**config.mk**
```make
export PLATFORM = sky130hd
export DESIGN_NAME = mem_arbiter
export DESIGN_NICKNAME = d
export VERILOG_FILES = /design/src/rtl/mem_arbiter.sv
export SDC_FILE = /design/constraint.sdc
export NUM_CORES = 1
export LEC_CHECK = 0
export CORE_ASPECT_RATIO = 0.7
export CORE_UTILIZATION = 30
export DETAILED_ROUTE_END_ITERATION = 8
export SYNTH_ARGS = -nofsm -noshare
export SYNTH_HDL_FRONTEND = slang
export SYNTH_SLANG_ARGS = --single-unit
```
**constraint.sdc**
```tcl
create_clock -name clk -period 1.95 [get_ports clk]
set_clock_uncertainty 0.15 [all_clocks]
set_input_delay 0.39 -clock clk [delete_from_list [all_inputs] [get_ports clk]]
set_output_delay 0.39 -clock clk [all_outputs]
set_load 0.005 [all_outputs]
```
**src/rtl/mem_arbiter.sv**
```systemverilog
// Fixed-priority arbiter sharing one fixed-latency memory port between
// instruction fetch and data load/store requesters.
module mem_arbiter #(
  parameter int unsigned LATENCY = 4
) (
  input  logic        clk,
  input  logic        rst_n,
  input  logic        if_req,
  input  logic [15:0] if_addr,
  output logic        if_ready,
  output logic [15:0] if_data,
  input  logic        d_req,
  input  logic        d_we,
  input  logic [15:0] d_addr,
  input  logic [15:0] d_wdata,
  output logic        d_ready,
  output logic [15:0] d_rdata,
  output logic        mem_en,
  output logic        mem_wr,
  output logic [15:0] mem_addr,
  output logic [15:0] mem_wdata,
  input  logic [15:0] mem_rdata,
  output logic        if_stall,
  output logic        d_stall
);

  typedef enum logic [1:0] {
    IDLE,
    ACCESS,
    RESP
  } state_e;

  localparam logic [3:0] LAST = 4'(LATENCY - 1);

  state_e      state_q;
  logic [3:0]  cnt_q;
  logic        gnt_d_q;
  logic        we_q;
  logic [15:0] addr_q;
  logic [15:0] wdata_q;
  logic [15:0] if_data_q;
  logic [15:0] d_rdata_q;
  logic        en_q;
  logic        wr_q;
  logic        if_rdy_q;
  logic        d_rdy_q;

  always_ff @(posedge clk) begin
    if (!rst_n) begin
      state_q   <= IDLE;
      cnt_q     <= '0;
      gnt_d_q   <= 1'b0;
      we_q      <= 1'b0;
      addr_q    <= '0;
      wdata_q   <= '0;
      if_data_q <= '0;
      d_rdata_q <= '0;
      en_q      <= 1'b0;
      wr_q      <= 1'b0;
      if_rdy_q  <= 1'b0;
      d_rdy_q   <= 1'b0;
    end else begin
      if_rdy_q <= 1'b0;
      d_rdy_q  <= 1'b0;
      unique case (state_q)
        IDLE: begin
          // Data side wins ties so loads/stores never starve behind fetch.
          if (d_req) begin
            state_q <= ACCESS;
            cnt_q   <= '0;
            gnt_d_q <= 1'b1;
            we_q    <= d_we;
            addr_q  <= d_addr;
            wdata_q <= d_wdata;
            en_q    <= 1'b1;
            wr_q    <= d_we;
          end else if (if_req) begin
            state_q <= ACCESS;
            cnt_q   <= '0;
            gnt_d_q <= 1'b0;
            we_q    <= 1'b0;
            addr_q  <= if_addr;
            en_q    <= 1'b1;
            wr_q    <= 1'b0;
          end
        end
        ACCESS: begin
          if (cnt_q == LAST) begin
            state_q <= RESP;
            en_q    <= 1'b0;
            wr_q    <= 1'b0;
            if (gnt_d_q) begin
              d_rdy_q <= 1'b1;
              if (!we_q) d_rdata_q <= mem_rdata;
            end else begin
              if_rdy_q  <= 1'b1;
              if_data_q <= mem_rdata;
            end
          end else begin
            cnt_q <= cnt_q + 4'd1;
          end
        end
        RESP: state_q <= IDLE;
        default: state_q <= IDLE;
      endcase
    end
  end

  assign mem_en    = en_q;
  assign mem_wr    = wr_q;
  assign mem_addr  = addr_q;
  assign mem_wdata = wdata_q;
  assign if_ready  = if_rdy_q;
  assign d_ready   = d_rdy_q;
  assign if_data   = if_data_q;
  assign d_rdata   = d_rdata_q;
  assign if_stall  = if_req & ~if_rdy_q;
  assign d_stall   = d_req & ~d_rdy_q;

endmodule
```
==> results.toml <==
[outcome]
status = "finished, final reports clean"

[timing]
fmax_mhz = 527.7
tightest_slew_ns = 0.4202
hold_viol_final = 0
final.period_utilization_pct = 97.18
rsz0062_at_grt = "no"
min_period_ns = 1.895
slew_violations = 0
slew-limit-headroom_pct = 71.99
setup_ws_ns = 0.05507
setup_viol = 0

[clock_network]
numCtsBuffers = 9
cts_tree = "yes"
cts-root-buf = "clkbuf_16"
cts_setup_buffers = 0
insertion_delay_ns = 0.32
cts.clk_slew.worst_paths_ns = 0.05
cts_buffer_depth = 2
cts.sinks = 76
cts_hold_buffers = 0
cts_max_level = 3

[detailed_routing]
route.detailed.drc = 0
ant_nets = 0
via_per_inst = 4.587
vias = 2752
routedWlPerCell_um = 13.81
firstDrtPassIters = 4
wl_um = 8286
drt_iter0_drc = 77

[run]
drv_cap = 0

[placement]
dpl.hpwl_um = 5992
portBuffers = 138
place_area_um2 = 4607
dp_slack_ns = -0.1652
gp_congestion = 0.7187

[finish]
drive_gt1_share_pct = 9.322
final_cell_mix = "clkdlybuf4s50_1, nand2_1, dfxtp_1"
fillCellCount = 927
n_antenna_cell = 0
nets = 537
fin_area_um2 = 4900
syn_to_final_growth_pct = 62.02
layout.cells.most_common = "clkdlybuf4s50_1"
utilization_pct = 50.21

[critical_path]
endpoint_kind = "flop"
r2r_start = "cnt_q[0]"
worst-endpoint-required_ns = 2.01
path_buf_inv = 1
cpPeakStageDelay_ns = 0.39
rr_worst_depth = 5
r2r_end = "if_data[3]"
path_max_fanout = 17
crit_family = "simple AND/OR/NAND/NOR gates"
path_cells = "ha_2 -> or3b_4 -> or3_4 -> buf_12 -> mux2i_2"
crit_path_start_kind = "flop"
criticalPathCategory = "reg2reg"
cp.arrival_ns = 1.96
r2r_slack_ns = 0.06
cp_slowest_cell = "or3_4"

[global_route]
grt_usage_pct = 16.82
grt_pass1_vias = 2796
antenna_found_initial = 0
grt-ovfl-total = 0
grt_pass1_wl_um = 13670
grt_max_degree = 44

[floorplanning]
core_area_um2 = 9759
fp.dieH_um = 86
start_util_pct = 30.99
core.rowCount = 30
io_pins = 139
dieArea_um2 = 10490
dieWidth_um = 122

[worst_hold_path]
hold_depth = 2
hp-start = "d_rdata[7]"
whs_endpoint = "d_rdata[7]"
hp-class = "reg2reg"

[synth]
synth_area_leaders = "dfxtp_1, mux2i_1, nand2_1"
ys_types = 37
syn_area_um2 = 3024
ys_seq_elements = 76
yosys_warnings = 0
syn_avg_cell_area_um2 = 9.248
ys_seq_area_share_pct = 50.31
synth_top_area_cell = "dfxtp_1"
synthCells = 327
syn_nets = 397
yosysTopAreaCellShare_pct = 50.31

[power_and_ir_drop]
ir_drop_mv = 0.3626
powerDensity_nw_per_um2 = 763.3
leakagePower_nw = 2.053
==> metrics by stage <==
step | cells | TNS [ns] | power [mW] | hold WS [ns]
final | 600 | 0 | 3.740 | 0.3055
after global routing | 600 | 0 | 3.947 | 0.3340
after CTS | 600 | 0 | 3.805 | 0.3074
after detailed placement | 584 | -3.606 | 2.236 | 0.3007
after global placement | 584 | -2.478 | 2.229 | 0.2921
after floorplan | 327 | 0 | 1.891 | 0.2931
==> synth_stat cells (all sizes together) <==
master   count
or2          1
nand3        1
mux2i       48
nand2b       1
nor3b        2
nor3         3
o32ai        1
o211ai       1
clkbuf      20
o31a         1
a21oi       34
or4          1
inv          2
nor2         5
buf          7
nor2b        4
nand4        1
a211oi      17
nand4b       1
nand2       86
o31ai        4
o21a         1
a21bo        1
and2         1
or3b         2
dfxtp       76
and3b        1
ha           1
o2bb2ai      1
or3          1
and3         1
==> how the worst max path moves through the flow <==
stage,start,endpoint,slack (ns),depth (start not counted)
finish,cnt_q[0],if_data[3],0.06,5
global route,cnt_q[0],if_data[3],0.02,5
CTS,cnt_q[1],if_data[3],0.02,5
detailed placement,if_req,if_stall,-0.17,3
global placement,if_req,if_stall,-0.16,3
floorplan,cnt_q[0],if_data[2],0.02,6
==> repair_timing <==
item | 4_1_cts | 5_1_grt
setup endpoints to repair | 3 | 11
pin swaps | 0 | 0
resized for setup | 3 | 3
==> kinds of logic after synthesis <==
logic type / count (synthesis) / synth area share, %
AO/OA/AOI/OAI: 61 / 12.54
adder cells (fa/ha/maj): 1 / 0.4137
buffers and inverters: 29 / 4.592
flip-flops: 76 / 50.31
multiplexers: 48 / 15.89
AND/OR/NAND/NOR: 112 / 16.26
==> layer usage <==
layer | global-route usage, % | share of wire, % | vias to the layer above
met3 | 5.918 | 6.6 | 7
met4 | 5.387 | 0.87 | 0
met2 | 26.25 | 45 | 72
met1 | 21.59 | 47 | 1270
li1 | - | - | 1403
met5 | 0 | 0 | -
==> registers in the layout, indices dropped and copies added (netlist names) <==
name / cells
d_rdata: 16
if_data: 16
mem_addr: 16
mem_wdata: 16
cnt_q: 4
state_q: 2
d_ready: 1
gnt_d_q: 1
if_ready: 1
mem_en: 1
mem_wr: 1
we_q: 1
==> power breakdown <==
group	leakage, nW	switching, mW	internal, mW
clock	0.140	0.577	0.965
sequential	0.621	0.0387	1.62
combinational	1.29	0.214	0.325
==> worst reg2reg max path, cell delays in order (launching register included) <==
cell and delay (ns):
dfxtp_1 0.33, ha_2 0.19, or3b_4 0.38, or3_4 0.39
buf_12 0.18, mux2i_2 0.16
==> final cells by class <==
type | count | area [um2] | area share [%]
inverter | 2 | 7.507 | 0.1532
clock inverter | 1 | 5.005 | 0.1021
clock buffer | 15 | 277.8 | 5.669
timing repair buffer | 156 | 1546 | 31.56
multi-input combinational | 222 | 1380 | 28.17
tap | 128 | 160.2 | 3.269
sequential | 76 | 1523 | 31.08
No activity file was read; power rests on OpenSTA's default activity.
